## src/rtl/filter_cfg_pkg.sv

```systemverilog
// filter_cfg_pkg: shared widths, FSM state encoding and committed-config record
//   FILTER_W / FREQ_W : default widths of filter_num / freq_flag
//   cfg_state_t       : sequencer states
//   cfg_t             : {filter_num, freq_flag} pair as seen by the datapath
package filter_cfg_pkg;
    localparam int FILTER_W = 2;
    localparam int FREQ_W   = 2;
    typedef enum logic [1:0] {IDLE, WAIT_VS, APPLY, SETTLE} cfg_state_t;
    typedef struct packed {
        logic [FILTER_W-1:0] filter_num;
        logic [FREQ_W-1:0]   freq_flag;
    } cfg_t;
endpackage

```

## src/rtl/filter_cfg_ctrl_sync_debounce.sv

```systemverilog
// sync_debounce: 2-flop synchroniser plus stability counter for a raw input bus
//   clk, reset : clock, asynchronous active-high reset
//   din        : raw asynchronous input bus
//   dout       : value accepted after CYCLES cycles without change (resets to INIT)
module sync_debounce #(
    parameter int               WIDTH  = 1,
    parameter int               CYCLES = 4,
    parameter logic [WIDTH-1:0] INIT   = '0
) (
    input  logic             clk,
    input  logic             reset,
    input  logic [WIDTH-1:0] din,
    output logic [WIDTH-1:0] dout
);
    localparam int CW = (CYCLES > 1) ? $clog2(CYCLES) : 1;
    localparam logic [CW-1:0] LAST = CW'(CYCLES - 1);
    logic [WIDTH-1:0] s1, s2, prev;
    logic [CW-1:0] cnt;
    always_ff @(posedge clk or posedge reset) begin
        if (reset) begin
            s1   <= '1;
            s2   <= '1;
            prev <= '1;
            cnt  <= '0;
            dout <= INIT;
        end else begin
            s1   <= din;
            s2   <= s1;
            prev <= s2;
            // counter saturates at LAST so a long-stable value keeps being accepted
            cnt  <= (s2 != prev) ? '0 : (cnt == LAST) ? cnt : cnt + 1'b1;
            if (s2 == prev && cnt == LAST) dout <= s2;
        end
    end
endmodule

```

## src/rtl/filter_cfg_ctrl.sv

```systemverilog
// filter_cfg_ctrl: conditions board controls and commits {filter_num, freq_flag} on vsync falls
//   clk, reset   : 50 MHz clock, asynchronous active-high reset
//   sw_filter    : raw filter-select switches
//   sw_freq      : raw frequency-select switches
//   key_next_n   : raw active-low push-button, each press advances the filter offset
//   vga_vs       : VGA vertical sync (active-low), frame boundary reference
//   filter_num   : committed filter select
//   freq_flag    : committed frequency select
//   cfg_strobe   : one-cycle pulse on the cycle the outputs change
//   busy         : high whenever the sequencer is not IDLE
module filter_cfg_ctrl #(
    parameter int DEBOUNCE_CYCLES = 1000000,
    parameter int SETTLE_CYCLES   = 16,
    parameter int FILTER_W        = filter_cfg_pkg::FILTER_W,
    parameter int FREQ_W          = filter_cfg_pkg::FREQ_W
) (
    input  logic                clk,
    input  logic                reset,
    input  logic [FILTER_W-1:0] sw_filter,
    input  logic [FREQ_W-1:0]   sw_freq,
    input  logic                key_next_n,
    input  logic                vga_vs,
    output logic [FILTER_W-1:0] filter_num,
    output logic [FREQ_W-1:0]   freq_flag,
    output logic                cfg_strobe,
    output logic                busy
);
    import filter_cfg_pkg::*;
    localparam int SW_W = FILTER_W + FREQ_W;
    localparam int SCW  = (SETTLE_CYCLES > 1) ? $clog2(SETTLE_CYCLES) : 1;
    localparam logic [SCW-1:0] SETTLE_LAST = SCW'(SETTLE_CYCLES - 1);
    cfg_state_t state, state_nx;
    logic [SW_W-1:0] sw_stable;
    logic key_stable, key_prev;
    logic [FILTER_W-1:0] offset, filter_tgt;
    logic [FREQ_W-1:0] freq_tgt;
    logic vs_s1, vs_s2, vs_prev, vs_fall, differs;
    logic [SCW-1:0] settle_cnt;

    sync_debounce #(.WIDTH(SW_W), .CYCLES(DEBOUNCE_CYCLES)) u_sw (
        .clk(clk), .reset(reset), .din({sw_freq, sw_filter}), .dout(sw_stable)
    );
    // key idles high, so its accepted value starts released
    sync_debounce #(.WIDTH(1), .CYCLES(DEBOUNCE_CYCLES), .INIT(1'b1)) u_key (
        .clk(clk), .reset(reset), .din(key_next_n), .dout(key_stable)
    );

    assign filter_tgt = sw_stable[FILTER_W-1:0] + offset;
    assign freq_tgt   = sw_stable[SW_W-1:FILTER_W];
    assign vs_fall    = vs_prev & ~vs_s2;
    assign differs    = {filter_tgt, freq_tgt} != {filter_num, freq_flag};
    assign busy       = state != IDLE;

    always_ff @(posedge clk or posedge reset) begin
        if (reset) state <= IDLE;
        else       state <= state_nx;
    end

    // a fall seen in IDLE is ignored: the change must wait a full frame in WAIT_VS
    always_comb begin
        state_nx = state;
        case (state)
            IDLE:    state_nx = differs ? WAIT_VS : IDLE;
            WAIT_VS: state_nx = !differs ? IDLE : vs_fall ? APPLY : WAIT_VS;
            APPLY:   state_nx = SETTLE;
            SETTLE:  state_nx = (settle_cnt == SETTLE_LAST) ? IDLE : SETTLE;
            default: state_nx = IDLE;
        endcase
    end

    always_ff @(posedge clk or posedge reset) begin
        if (reset) begin
            vs_s1      <= 1'b1;
            vs_s2      <= 1'b1;
            vs_prev    <= 1'b1;
            key_prev   <= 1'b1;
            offset     <= '0;
            settle_cnt <= '0;
            filter_num <= '0;
            freq_flag  <= '0;
            cfg_strobe <= 1'b0;
        end else begin
            vs_s1      <= vga_vs;
            vs_s2      <= vs_s1;
            vs_prev    <= vs_s2;
            key_prev   <= key_stable;
            if (key_prev && !key_stable) offset <= offset + 1'b1;
            settle_cnt <= (state == SETTLE) ? settle_cnt + 1'b1 : '0;
            cfg_strobe <= state == APPLY;
            if (state == APPLY) begin
                filter_num <= filter_tgt;
                freq_flag  <= freq_tgt;
            end
        end
    end
endmodule
```

## config.mk

```make
export PLATFORM = sky130hd
export DESIGN_NAME = filter_cfg_ctrl
export DESIGN_NICKNAME = d
export VERILOG_FILES = /design/src/rtl/filter_cfg_pkg.sv /design/src/rtl/filter_cfg_ctrl_sync_debounce.sv /design/src/rtl/filter_cfg_ctrl.sv
export SDC_FILE = /design/constraint.sdc
export NUM_CORES = 1
export LEC_CHECK = 0
export BUFFER_PORTS_ARGS = -buffer_cell sky130_fd_sc_hd__buf_2
export CAP_MARGIN = 20
export CORE_UTILIZATION = 25
export DETAILED_ROUTE_END_ITERATION = 8
export GPL_TIMING_DRIVEN = 0
export MAX_ROUTING_LAYER = met4
export PLACE_DENSITY = 0.46
export RECOVER_POWER = 25
export SETUP_SLACK_MARGIN = 0.5
export SLEW_MARGIN = 40
export SYNTH_ARGS = -nofsm -noshare
export SYNTH_HDL_FRONTEND = slang
export SYNTH_SLANG_ARGS = --single-unit
```

## constraint.sdc

```tcl
create_clock -name clk -period 3.2 [get_ports clk]
set_input_delay 0.64 -clock clk [delete_from_list [all_inputs] [get_ports clk]]
set_output_delay 0.64 -clock clk [all_outputs]
set_load 0.05 [all_outputs]
```

======== Word-level counts from Yosys, hierarchy flattened ========
Cells that the tools add are included.
word-level totals
  bits in registers ....................... 77
  bits of input ports ..................... 8
  output and inout bits ................... 6
  word-level logic and storage cells ...... 56
cells by class
  add/sub/neg operators ................... 5
  equal/unequal tests ..................... 13
  mux-type cells .......................... 10
  bitwise operators ....................... 2
  reduce and logical (&&, ||, !) cells .... 6
operators by type and width
  cell                                                 number
  2-to-1 mux 20 bit                                    4
  adder 20 x 1 -> 20 bit, second input constant        2
  equality test 20 bit, second input constant          2
  != test 4 bit                                        2
  case mux 2 bit (4 select lines)                      1
  2-to-1 mux 2 bit                                     3
  adder 4 x 1 -> 4 bit, second input constant          1
  equality test 2 bit, second input constant           2
  equality test 4 bit                                  1
  equality test 4 bit, second input constant           1
  2-to-1 mux 4 bit                                     1
  != test 2 x 1 -> 1 bit, second input constant        2
  logical AND 1 bit                                    3
  adder 2 x 1 -> 2 bit, second input constant          1
  adder 2 bit                                          1
  equality test 2 x 1 -> 1 bit, second input constant  1
  zero test 2 bit                                      1
  nonzero test 2 bit                                   1
  bitwise AND 1 bit                                    1
  equality test 1 bit                                  1
  zero test 1 bit                                      1
  2-to-1 mux 1 bit                                     1
  != test 1 bit                                        1
  NOT 1 bit                                            1

======== Logic depth before layout (Yosys ltp) ========
  depth in word-level cells ............... 5
  mapped depth ............................ 7
  mapped depth without buffers ............ 6

======== Hierarchy ========
A second synthesis with hierarchy kept.
second synthesis, totals
  cell total of the unflattened synthesis .. 330
  area total of the unflattened synthesis .. 3,558.4 um^2
modules (own cells, without submodules)
  module                  instances  cells each  area an instance (um^2)  sequential area each (um^2)
  sync_debounce at u_sw   1          147         1,630.3                  915.9
  sync_debounce at u_key  1          122         1,207.4                  605.6
  filter_cfg_ctrl         1          61          720.7                    430.4

======== Worst setup path before layout ========
Ideal clock, no wire load.
  kind .................................... reg2reg
  start ................................... register u_key.cnt[0]
  end ..................................... register u_key.cnt[1]
  setup time .............................. 0.118 ns
  data arrival time ....................... 1.594 ns
  data required time ...................... 3.082 ns
  path slack .............................. 1.488 ns
  stages on the path, launching flop included .. 8
  path buffers ............................ 1
  period minus slack after synthesis ...... 1.712 ns
  path through ............................ dfrtp_1 -> ha_1 -> nand3_1 -> or2_1 -> buf_6 -> or3_4 -> mux2i_1 -> nor2_1
between the ends
  word-level cells in the longest chain between the ends .. 3
  elaborated cells on any way between the ends .. 5
  classes of those cells .................. 1 x add/sub; 2 x eq/ne; 2 x mux
RTL lines
  item                             line                                 RTL
  start: declaration               filter_cfg_ctrl_sync_debounce.sv:18  logic [CW-1:0] cnt;
  start signal: assignment         filter_cfg_ctrl_sync_debounce.sv:31  cnt <= (s2 != prev) ? '0 : (cnt == LAST) ? cnt : cnt + 1'b1;
  adder 20 x 1 -> 20 bit           filter_cfg_ctrl_sync_debounce.sv:31
  2-to-1 mux 20 bit (2 in series)  filter_cfg_ctrl_sync_debounce.sv:31
Several ways; a longest one is shown, not always the timed one. The select of a mux whose other input is x is not followed.
A chain may end at the register's enable or synchronous reset.

======== Worst setup path after layout ========
  start ................................... register state[1]
  end ..................................... output busy
between the ends
  word-level cells in the longest chain between the ends .. 1
RTL lines
  item                      line                   RTL
  start: declaration        filter_cfg_ctrl.sv:32  cfg_state_t state, state_nx;
  start signal: assignment  filter_cfg_ctrl.sv:56  else state <= state_nx;
  nonzero test 2 bit        filter_cfg_ctrl.sv:52  assign busy = state != IDLE;
  end: declaration          filter_cfg_ctrl.sv:26  output logic busy
Every way passes these cells.

==> results.cfg <==
[outcome]
status = finished, violations left
violations = max-capacitance violations, max-slew violations

[final_layout]
multiInputGateArea_um2 = 1440
instances_no_fill = 515
fillerInstances = 1375
regArea_um2 = 1950
diodes = 0
area_delta_synth_final_pct = 18.4
fin_nets = 346
drive_above_1_share_pct = 17.1
final_core_util_pct = 30.5

[sta]
fin_crit_ns = 1.90
maxSlewViolCount = 38
timing.final.crit_share_pct = 59.5
rsz0062_at_grt = false
finalHoldViolations = 0
tightest_slew_ns = 1.70
hold_slack_ns = 0.361
fmax_mhz = 525
setup_viol = 0
skew_ns = 0.00674
slew_headroom_pct = -13.9

[setup_path]
worst_r2r_startpoint = u_sw.s2[0]$_DFF_PP1_
worstPathArrival_ns = 1.26
cp.required_ns = 2.56
crit_fanout = 6
r2r_setup_slack_ns = 1.30
r2r_cells = 4
cp-end-kind = primary output
r2r-end = u_sw.dout[2]$_DFFE_PP0P_
worstSetupStartpointType = register
critical_path_class = register to primary output

[detailed_routing]
via_count = 2249
drtIter0Drc = 80
dr.pass1.iters = 4
drc_errors = 0
wl_per_cell_um = 11.7
wirelength_um = 6030
ant_nets = 0
post_drt_via_cell_ratio = 4.37

[synthesis]
postSynthAreaPerCell_um2 = 11.1
ys_warn_count = 0
synth_nets = 321
netlist_area_um2 = 3440
synth-seq-cells = 77
yosysUniqueCellTypes = 46
ys.flop_type = dfrtp_1
synth-edff-count = 0
synthCells = 309
synth-async-reset-ratio_pct = 100
seq_area_frac_synth_pct = 56.7

[die]
initial_core_util_pct = 25.8
die_x_um = 119
core_region_area_um2 = 13300
die_h_um = 119
die_area_um2 = 14300
core.rowCount = 42
num_io_pins = 14

[clock_network]
cts.clk_slew.worst_paths_ns = 0.06
h-tree-depth = 3
clockRootBuffer = clkbuf_16
postCtsHoldBufs = 0
cts_buffer_depth = 2
cts_made_buffers = 9
cts_tree = done
cts_resized = 0
clkLatencyLatePin_ns = 0.33
post_cts_buffers = 0
clkSinkCount = 77

[pwr]
powerDensity_nw_per_um2 = 533
finalPower_uw = 2170
vdd_drop_max_uv = 248
total_leakage_power_uw = 0.00168

[grt]
grt_pass1_vias = 2208
grt_pass1_wl_um = 10700
overflow = 0
grt_usage_pct = 9.90
antenna_found_initial = 0
grt_max_degree = 41

[worst_hold_path]
hold_path_end = u_key.s2$_DFF_PP1_
min_from = u_key.s1$_DFF_PP1_
hold_depth = 0
hold_class = register to register

[placed_design]
dp_cells = 499
numPortBuffers = 13
dpl.hpwl_um = 4180
gp_routability_congestion = 0.765

[run]
maxCapViolCount = 1
[how the worst max path moves through the flow]
stage	from	endpoint	slack [ns]	cells after the start
6_report	state[1]$_DFF_PP0_	busy	1.30	2
5_1_grt	u_key.cnt[0]$_DFFE_PP0N_	u_key.cnt[4]$_DFFE_PP0N_	1.14	7
4_1_cts	state[1]$_DFF_PP0_	busy	1.27	2
3_5_place_dp	u_sw.s2[0]$_DFF_PP1_	u_sw.dout[3]$_DFFE_PP0P_	1.30	4
3_3_place_gp	reset	filter_num[1]$_DFFE_PP0P_	-0.41	2
2_1_floorplan	reset	cfg_strobe$_DFF_PP0_	0.63	1
[sequential cells by signal, indices dropped and copies added, names as in the netlist, 4 cells and up]
| signal | cells |
|---|---|
| u_sw.dout | 4 |
| u_sw.s2 | 4 |
| settle_cnt | 4 |
| u_sw.s1 | 4 |
| u_sw.prev | 4 |
| u_key.cnt | 20 |
| u_sw.cnt | 20 |
[layout make-up]
| cell class | instances | area share [%] |
|---|---|---|
| Clock inverter | 4 | 1.72 |
| Multi-Input combinational cell | 221 | 35.3 |
| Tap cell | 176 | 5.40 |
| Buffer | 5 | 0.736 |
| Inverter | 6 | 0.583 |
| Sequential cell | 77 | 47.9 |
| Clock buffer | 12 | 6.29 |
| Timing Repair Buffer | 14 | 2.09 |
[power breakdown]
part	leakage, µW	switching, µW	total [µW]	internal [µW]
registers	0.000999	14.7	1010	1000
clock network	0.000163	374	1100	722
logic	0.000518	42.4	62.9	20.5
[cell usage after synthesis, types with 3 or more instances]
cell type  instances  share of area (%)
a21oi_1            8                1.2
and3_1             4               0.73
and4_1             4                1.0
clkbuf_1           3               0.33
dfrtp_1           57                 41
dfstp_2           20                 15
ha_1               4                1.5
inv_1              6               0.65
mux2_1             4                1.3
nand2_1           21                2.3
nand3_1           23                3.3
nand4_1            8                1.5
nor2_1            44                4.8
nor3_1             6               0.87
nor4_2             3                1.1
o21ai_0            6               0.87
o21ai_1            5               0.73
or3_1              5               0.91
xnor2_1           26                6.6
xor2_1            20                5.1
[routing by layer]
metal	global-route usage, %	wire length (µm)
met4	4.69	130
met3	3.35	197
met1	12.5	3020
met2	14.2	2680
met5	-	0
[critical path: stages (launching register included)]
cell and delay [ns]:
dfrtp_1 0.42, or2_2 0.30, buf_2 0.21
[cells by family after synthesis]
kind of cell | after synthesis | synth area share (%)
muxes | 6 | 1.89
AOI/OAI and AO/OA | 25 | 4.21
DFF | 77 | 56.7
buffers and inverters | 11 | 1.53
adders and majority gates | 4 | 1.45
and+or+nand+nor | 140 | 22.6
xor gates and xnor gates | 46 | 11.7
[cell usage in the layout (no fill, tap or decap), types with 2 or more instances in the layout]
cell / n
nand3b_1: 2
nor3_1: 6
nand2b_1: 2
clkbuf_16: 9
xor2_1: 20
nand3_1: 23
clkbuf_8: 2
nor4_2: 3
dfrtp_1: 57
dfstp_2: 12
a21oi_1: 8
o21ai_0: 6
or2_1: 2
ha_1: 4
bufinv_16: 2
dfstp_1: 8
inv_1: 5
or3_1: 5
clkbuf_1: 4
mux2i_1: 2
and4_1: 4
buf_2: 13
nor2_1: 44
clkinv_2: 2
or2_2: 2
and3_1: 4
nand2_1: 21
mux2_1: 4
nand4_1: 8
xnor2_1: 26
nor4b_2: 2
o21ai_1: 5
[metrics by stage]
stage	TNS, ns	worst slack (ns)	area, µm²
finish	0	1.30	4080
global route	0	1.14	4080
global placement	-23.18	-0.410	3730
CTS	0	1.27	4080
floorplan	0	0.626	3440
detailed placement	0	1.30	3750
Note: power is estimated with default switching activity, not from simulation.
